**config.mk**
```make
export PLATFORM = sky130hd
export DESIGN_NAME = text_scanner
export DESIGN_NICKNAME = d
export VERILOG_FILES = /design/src/rtl/mcvideo_pkg.sv /design/src/rtl/text_position_counter.sv /design/src/rtl/text_scanner.sv
export SDC_FILE = /design/constraint.sdc
export NUM_CORES = 1
export LEC_CHECK = 0
export CORE_UTILIZATION = 45
export DETAILED_ROUTE_END_ITERATION = 7
export GPL_TIMING_DRIVEN = 0
export HOLD_SLACK_MARGIN = 0.06
export PLACE_DENSITY = 0.73
export SLEW_MARGIN = 20
export SYNTH_ARGS = -nofsm -noshare
export SYNTH_HDL_FRONTEND = slang
export SYNTH_HIERARCHICAL = 1
export SYNTH_SLANG_ARGS = --single-unit
```
**constraint.sdc**
```tcl
create_clock -name clock -period 3.6 [get_ports clock]
set_input_delay 0.54 -clock clock [delete_from_list [all_inputs] [get_ports clock]]
set_output_delay 0.54 -clock clock [all_outputs]
set_load 0.03 [all_outputs]
```
**src/rtl/mcvideo_pkg.sv**
```systemverilog
// mcvideo_pkg: shared definitions for the text-mode video blocks.
//   - scan_state_e : sequencer states of text_scanner
//   - CHAR_W       : width of a character code
//   - GLYPH_SIZE   : glyph is GLYPH_SIZE x GLYPH_SIZE dots
//   - min_width()  : counter width helper that never returns 0
package mcvideo_pkg;

    localparam int CHAR_W     = 7;
    localparam int GLYPH_SIZE = 8;
    localparam int GLYPH_W    = 3;
    localparam logic [GLYPH_W-1:0] GLYPH_LAST = 3'd7;

    typedef enum logic [2:0] {
        ST_IDLE,
        ST_FETCH,
        ST_WAIT,
        ST_LOOKUP,
        ST_EMIT
    } scan_state_e;

    function automatic int min_width(input int n);
        return (n > 1) ? $clog2(n) : 1;
    endfunction

endpackage

```
**src/rtl/text_position_counter.sv**
```systemverilog
// text_position_counter: screen position of the character cell being drawn.
//   clock, reset_n : clock, async active-low reset
//   clear          : return to column 0, scanline 0
//   advance        : step to the next cell (column first, then scanline)
//   column         : current text column
//   glyph_row      : scanline within the current text row (ROM y)
//   row_base       : VRAM address of column 0 of the current text row
//   last_column    : column is COLUMNS-1
//   last_scanline  : scanline is ROWS*GLYPH_SIZE-1
module text_position_counter
    import mcvideo_pkg::*;
#(
    parameter  int COLUMNS = 32,
    parameter  int ROWS    = 24,
    localparam int ADDR_W  = min_width(COLUMNS * ROWS),
    localparam int COL_W   = min_width(COLUMNS)
) (
    input  logic               clock,
    input  logic               reset_n,
    input  logic               clear,
    input  logic               advance,
    output logic [COL_W-1:0]   column,
    output logic [GLYPH_W-1:0] glyph_row,
    output logic [ADDR_W-1:0]  row_base,
    output logic               last_column,
    output logic               last_scanline
);

    localparam int LINE_W = min_width(ROWS * GLYPH_SIZE);

    logic [COL_W-1:0]  column_q, column_d;
    logic [LINE_W-1:0] scanline_q, scanline_d;
    logic [ADDR_W-1:0] row_base_q, row_base_d;

    assign last_column   = (column_q == COL_W'(COLUMNS - 1));
    assign last_scanline = (scanline_q == LINE_W'(ROWS * GLYPH_SIZE - 1));

    always_comb begin
        column_d   = column_q;
        scanline_d = scanline_q;
        row_base_d = row_base_q;
        if (clear) begin
            column_d   = '0;
            scanline_d = '0;
            row_base_d = '0;
        end else if (advance) begin
            if (!last_column) begin
                column_d = column_q + 1'b1;
            end else begin
                column_d = '0;
                if (!last_scanline) begin
                    scanline_d = scanline_q + 1'b1;
                    // Leaving glyph row 7 means entering the next text row:
                    // the row base moves by one row of cells, no multiply.
                    if (scanline_q[GLYPH_W-1:0] == GLYPH_LAST)
                        row_base_d = row_base_q + ADDR_W'(COLUMNS);
                end else begin
                    // Frame complete: wrap so the next frame starts at cell 0.
                    scanline_d = '0;
                    row_base_d = '0;
                end
            end
        end
    end

    always_ff @(posedge clock or negedge reset_n) begin
        if (!reset_n) begin
            column_q   <= '0;
            scanline_q <= '0;
            row_base_q <= '0;
        end else begin
            column_q   <= column_d;
            scanline_q <= scanline_d;
            row_base_q <= row_base_d;
        end
    end

    assign column    = column_q;
    assign glyph_row = scanline_q[GLYPH_W-1:0];
    assign row_base  = row_base_q;

endmodule

```
**src/rtl/text_scanner.sv**
```systemverilog
// text_scanner: walks a COLUMNS x ROWS text screen and streams its dots.
//   clock, reset_n          : clock, async active-low reset
//   start / busy            : frame request (taken in IDLE) / frame in progress
//   vram_read/address/data  : cell fetch, data returns one cycle after read
//   rom_x/rom_y/rom_character/rom_dot : character_rom lookup, dot one cycle later
//   pixel_valid/ready/pixel : dot stream handshake
//   line_end / frame_end    : last dot of a scanline / of the frame
module text_scanner
    import mcvideo_pkg::*;
#(
    parameter  int COLUMNS = 32,
    parameter  int ROWS    = 24,
    localparam int ADDR_W  = min_width(COLUMNS * ROWS)
) (
    input  logic               clock,
    input  logic               reset_n,
    input  logic               start,
    output logic               busy,
    output logic               vram_read,
    output logic [ADDR_W-1:0]  vram_address,
    input  logic [CHAR_W-1:0]  vram_data,
    output logic [GLYPH_W-1:0] rom_x,
    output logic [GLYPH_W-1:0] rom_y,
    output logic [CHAR_W-1:0]  rom_character,
    input  logic               rom_dot,
    output logic               pixel_valid,
    input  logic               pixel_ready,
    output logic               pixel,
    output logic               line_end,
    output logic               frame_end
);

    localparam int COL_W = min_width(COLUMNS);

    scan_state_e        state_q, state_d;
    logic [GLYPH_W-1:0] gx_q, gx_d;
    logic [CHAR_W-1:0]  character_q, character_d;
    logic               busy_q, busy_d;
    logic               vram_read_q, vram_read_d;
    logic               pixel_valid_q, pixel_valid_d;
    logic               line_end_q, line_end_d;
    logic               frame_end_q, frame_end_d;

    logic               pos_clear, pos_advance;
    logic [COL_W-1:0]   column;
    logic [ADDR_W-1:0]  row_base;
    logic               last_column, last_scanline;

    text_position_counter #(
        .COLUMNS (COLUMNS),
        .ROWS    (ROWS)
    ) u_position (
        .clock         (clock),
        .reset_n       (reset_n),
        .clear         (pos_clear),
        .advance       (pos_advance),
        .column        (column),
        .glyph_row     (rom_y),
        .row_base      (row_base),
        .last_column   (last_column),
        .last_scanline (last_scanline)
    );

    always_comb begin
        state_d     = state_q;
        gx_d        = gx_q;
        character_d = character_q;
        pos_clear   = 1'b0;
        pos_advance = 1'b0;
        case (state_q)
            ST_IDLE: begin
                if (start) begin
                    state_d   = ST_FETCH;
                    pos_clear = 1'b1;
                    gx_d      = '0;
                end
            end
            ST_FETCH:  state_d = ST_WAIT;
            ST_WAIT: begin
                character_d = vram_data;
                gx_d        = '0;
                state_d     = ST_LOOKUP;
            end
            ST_LOOKUP: state_d = ST_EMIT;
            ST_EMIT: begin
                // Without a handshake everything holds, so the ROM keeps
                // resampling the same inputs and the dot stays stable.
                if (pixel_valid_q && pixel_ready) begin
                    if (gx_q != GLYPH_LAST) begin
                        gx_d    = gx_q + 1'b1;
                        state_d = ST_LOOKUP;
                    end else begin
                        pos_advance = 1'b1;
                        state_d = (last_column && last_scanline) ? ST_IDLE : ST_FETCH;
                    end
                end
            end
            default: state_d = ST_IDLE;
        endcase

        // Outputs are registered from the next state so they line up with it.
        busy_d        = (state_d != ST_IDLE);
        vram_read_d   = (state_d == ST_FETCH);
        pixel_valid_d = (state_d == ST_EMIT);
        // Column only moves when EMIT is left, and gx is already final when
        // entering EMIT, so the current values describe the next dot.
        line_end_d    = pixel_valid_d && (gx_q == GLYPH_LAST) && last_column;
        frame_end_d   = line_end_d && last_scanline;
    end

    always_ff @(posedge clock or negedge reset_n) begin
        if (!reset_n) begin
            state_q       <= ST_IDLE;
            gx_q          <= '0;
            character_q   <= '0;
            busy_q        <= 1'b0;
            vram_read_q   <= 1'b0;
            pixel_valid_q <= 1'b0;
            line_end_q    <= 1'b0;
            frame_end_q   <= 1'b0;
        end else begin
            state_q       <= state_d;
            gx_q          <= gx_d;
            character_q   <= character_d;
            busy_q        <= busy_d;
            vram_read_q   <= vram_read_d;
            pixel_valid_q <= pixel_valid_d;
            line_end_q    <= line_end_d;
            frame_end_q   <= frame_end_d;
        end
    end

    assign busy          = busy_q;
    assign vram_read     = vram_read_q;
    assign vram_address  = row_base + ADDR_W'(column);
    assign rom_x         = gx_q;
    assign rom_character = character_q;
    assign pixel_valid   = pixel_valid_q;
    assign pixel         = rom_dot & pixel_valid_q;
    assign line_end      = line_end_q;
    assign frame_end     = frame_end_q;

endmodule

```
## Word level (Yosys, flattened, before mapping)

Index checks and enable logic that the tools add are counted.

| cells by class | value |
|---|---|
| bitwise operators | 1 |
| reductions and logical operators | 14 |
| add/subtract/negate cells | 5 |
| equal/unequal tests | 14 |
| multiplexer cells | 26 |

Operators by type and width:

| cell | count |
|---|---|
| 2-to-1 mux 10 bit | 5 |
| 2-to-1 mux 8 bit | 4 |
| 2-to-1 mux 3 bit | 5 |
| 2-to-1 mux 5 bit | 3 |
| case mux 3 bit (5 select lines) | 1 |
| == test 3 bit, second input constant | 4 |
| adder 10 x 5 -> 10 bit | 1 |
| adder 10 x 6 -> 10 bit, second input constant | 1 |
| case mux 3 bit (3 select lines) | 1 |
| nonzero test 3 bit | 3 |
| adder 8 x 1 -> 8 bit, second input constant | 1 |
| == test 8 bit, second input constant | 1 |
| == test 3 x 1 -> 1 bit, second input constant | 2 |
| == test 3 x 2 -> 1 bit, second input constant | 2 |
| 2-to-1 mux 1 bit | 6 |
| != test 2 bit, second input constant | 3 |
| adder 5 x 1 -> 5 bit, second input constant | 1 |
| == test 5 bit, second input constant | 1 |
| logical AND 1 bit | 5 |
| AND reduction 4 bit | 1 |
| nonzero test 2 bit | 2 |
| adder 3 x 1 -> 3 bit, second input constant | 1 |
| zero test 3 bit | 1 |
| != test 3 bit, second input constant | 1 |
| 4 further kinds | 4 |

| word-level totals | value |
|---|---|
| bits in registers | 41 |
| output and inout port bits | 29 |
| word-level logic and storage cells | 71 |

## Logic depth before layout (Yosys ltp)

| logic depth | value |
|---|---|
| depth after elaboration | 10 |
| depth in mapped cells | 9 |
| depth with buffers taken out | 7 |

## Cells and area by module

The synthesis kept the hierarchy.

By module, submodules not included:

| module | instances | area an instance (sq um) | cells an instance |
|---|---|---|---|
| text_scanner | 1 | 1188.6 | 122 |
| text_position_counter | 1 | 1039.7 | 110 |

## Worst setup path after synthesis

OpenSTA, ideal clock, no wires.

| timing path | value |
|---|---|
| path type | register to output |
| start point | register u_position.column_q[4] (netlist: u_position/column[4]) |
| end point | output port vram_address[7] |
| stages on the path, launching flop included | 3 |
| arrival | 1.922 ns |
| path buffers | 0 |
| path slack | 1.138 ns |
| cell sequence | dfrtp_1 -> ha_1 -> o311ai_0 |

| between the ends | value |
|---|---|
| word-level cells in the longest chain between the ends | 1 |

Ends and longest elaborated chain:

| item | line | RTL |
|---|---|---|
| from (decl) | text_position_counter.sv:31 | `logic [COL_W-1:0] column_q, column_d;` |
| from (signal assigned) | text_position_counter.sv:72 | `column_q <= column_d;` |
| adder 10 x 5 -> 10 bit | text_scanner.sv:135 | `assign vram_address = row_base + ADDR_W'(column);` |
| to (decl) | text_scanner.sv:20 | `output logic [ADDR_W-1:0] vram_address,` |

Every way passes these cells.

## Final worst setup path

| timing path | value |
|---|---|
| start point | register u_position.row_base_q[7] (netlist: u_position/row_base[7]) |
| end point | output port vram_address[9] |

| between the ends | value |
|---|---|
| word-level cells in the longest chain between the ends | 1 |

Ends and longest elaborated chain:

| item | line | RTL |
|---|---|---|
| from (decl) | text_position_counter.sv:33 | `logic [ADDR_W-1:0] row_base_q, row_base_d;` |
| from (signal assigned) | text_position_counter.sv:74 | `row_base_q <= row_base_d;` |
| adder 10 x 5 -> 10 bit | text_scanner.sv:135 |  |

Every way passes these cells.

==> impl_metrics.json <==
{
  "status": "completed",
  "finalSetupViolCount": 0,
  "ctsHoldBuffers": 0,
  "avgSynthCellArea_sq_um": 9.61,
  "ios": 41,
  "min_path_type": "in -> async",
  "antenna_found_initial": 0,
  "period_minus_slack_ns": 3.13,
  "cts_root_buffer": "clkbuf_8",
  "crit_arrival_ns": 2.59,
  "critPathMaxFanout": 12,
  "syn_inst": 232,
  "r2r-start": "state_q[2]$_DFF_PN0_",
  "dpl-instance-area_sq_um": 2750,
  "path_cells": "nand4_1 -> a221o_1 -> or4_1 -> clkdlybuf4s50_1",
  "cts.path.max_buffers": 2,
  "dieArea_sq_um": 5240,
  "drt-total-wl_microns": 4460,
  "fin_skew_ns": 0.00630,
  "synth_most_common_cell": "dfrtp_1",
  "maxCapViolations": 0,
  "cts_resized": 0,
  "reg2reg_slack_ns": 1.25,
  "grt_pass1_wl_microns": 7760,
  "crit_type": "reg -> out",
  "synth_edf_count": 0,
  "yosysUniqueCellTypes": 53,
  "synth_common_cells": "36 x dfrtp_1, 20 x nand2_1, 13 x inv_1",
  "grt_overflow_total": 0,
  "port_buffers": 40,
  "drt_iter0_drc": 78,
  "grt.total_usage_pct": 18.6,
  "htree_levels": 2,
  "worstMarginPinSlew_ns": 0.640,
  "worst_setup_path_end_kind": "primary output",
  "num-fill-cells": 433,
  "place_inst": 344,
  "cp.required_ns": 3.06,
  "core_area_sq_um": 4750,
  "total_power_w": 0.00176,
  "post_cts_buffers": 0,
  "cts_buffers": 5,
  "synth_seq_cells": 36,
  "via_count": 1889,
  "crit_slowest_cell": "clkdlybuf4s50_1",
  "final_cell_count_no_fill": 352,
  "max_freq_mhz": 320,
  "drive_above_1_share_pct": 13.0,
  "p_leak_nw": 1.21,
  "ys_warn_count": 6,
  "clkLatencyLatePin_ns": 0.29,
  "wire_per_inst_microns": 12.7,
  "final_area_sq_um": 2860,
  "grt_max_degree": 23,
  "synth_top_area_cell": "dfrtp_1",
  "slew_headroom_pct": 56.9,
  "avgViaCountPerCell": 5.37,
  "drtPass1Iterations": 5,
  "fin_nets": 309,
  "async_flop_share_pct": 100,
  "dpl.hpwl_microns": 3240,
  "synth_top_area_share_pct": 40.4,
  "p_per_area_nw_per_um2": 613,
  "area_growth_pct": 28.4,
  "cp-start-kind": "flop",
  "cp-startpoint": "u_position/row_base[7]$_DFFE_PN0P_",
  "finalCritPeriodShare_pct": 86.8,
  "die_h_microns": 72.4,
  "final_antenna_net_count": 0,
  "rsz0062_at_grt": "no",
  "synthFlopType": "dfrtp_1",
  "drv_slew": 0,
  "seq_area_frac_synth_pct": 40.4,
  "netlist_top_cells_area": "dfrtp_1 40%, ha_1 6.7%, mux2_2 4.0%, nand2_1 3.4%, buf_4 3.0%",
  "die_w_microns": 72.4,
  "slowest_delay_ns": 0.61,
  "gp_congestion": 0.806,
  "syn_area_sq_um": 2230,
  "grt_pass1_vias": 1773,
  "initial_core_util_pct": 46.9,
  "path_clk_slew_ns": 0.07,
  "worst_hold_slack_ns": 0.158,
  "diodes": 0,
  "rows": 25,
  "setup_tns_ns": 0,
  "cts.sinks": 36,
  "drc": 0,
  "hold_viol": 0,
  "ir_drop_mv": 0.435,
  "cts_tree": "done"
}
## registers in the layout, indices dropped and copies added, names as in the netlist
register,flops
busy,1
vram_read,1
frame_end,1
state_q,3
rom_x,3
rom_character,7
u_position/scanline_q,8
line_end,1
u_position/row_base,5
pixel_valid,1
u_position/column,5
## power by group
group	switching [W]	total, W	internal, W
Clock	0.000151	0.000356	0.000205
Sequential	0.0000961	0.000604	0.000508
Combinational	0.000441	0.000795	0.000354
## cell usage in the layout, fill, tap and decap left out, types with 6 or more instances in the layout
cell type	count
and3_1	6
clkdlybuf4s50_1	39
nor2_1	10
nor3_1	10
xnor2_1	7
inv_1	13
nand3_1	8
a21oi_1	9
ha_1	12
nor3b_1	6
mux2_2	8
o21ai_0	10
buf_4	9
nand2_1	20
dfrtp_1	36
## final cells by class
type / instances / area (sq um) / share of cell area (%)
clock inverters: 3 / 42.5 / 1.49
multi-input cells: 171 / 1190 / 41.6
plain buffers: 16 / 103 / 3.59
clock buffers: 5 / 68.8 / 2.40
flip-flops and latches: 36 / 901 / 31.5
inverters: 13 / 48.8 / 1.71
well taps: 67 / 83.8 / 2.93
repair buffers: 41 / 423 / 14.8
## critical path: cells and delay by family (launching register included)
kind / cells / cell delay (ns)
compound gates: 1 / 0.39
flops: 1 / 0.55
simple gates: 2 / 0.75
buf+inv: 1 / 0.61
## through the flow
stage          util (%)  worst slack, ns
2_1_floorplan         -             1.14
3_3_place_gp       57.4            0.827
3_5_place_dp       57.8            0.798
4_1_cts            60.2            0.480
5_1_grt            60.2            0.350
6_report           60.2            0.475
## per-layer routing
layer  GRT usage, %  part of all wire [%]
met2           30.7                    46
met5              0                     0
met4           5.45                   1.2
met3           4.58                   5.2
met1           24.2                    47
## logic make-up (layout without fill, tap and decap cells)
logic type,after synthesis,in the layout,synth area share [%]
other,1,5,0.168
adders and majority gates,13,13,7.64
DFF,36,36,40.4
buffers and inverters,29,78,6.79
AOI/OAI and AO/OA,46,46,14.4
xor gates and xnor gates,7,7,2.75
muxes,12,12,5.84
and+or+nand+nor,88,88,22.0
## path summary, 6_finish.rpt
| check | to | depth (start not counted) |
|---|---|---|
| worst max-delay path | vram_address[9] | 4 |
| worst max register to register | u_position/row_base[7]$_DFFE_PN0P_ | 7 |
| max in group asynchronous | frame_end$_DFF_PN0_ | 2 |
| worst min register to register | rom_character[4]$_DFFE_PN0N_ | 1 |
| worst min-delay path | u_position/scanline_q[2]$_DFFE_PN0P_ | 1 |
| min in group clock | rom_character[4]$_DFFE_PN0N_ | 1 |
Note: power is estimated with default switching activity, not from simulation.
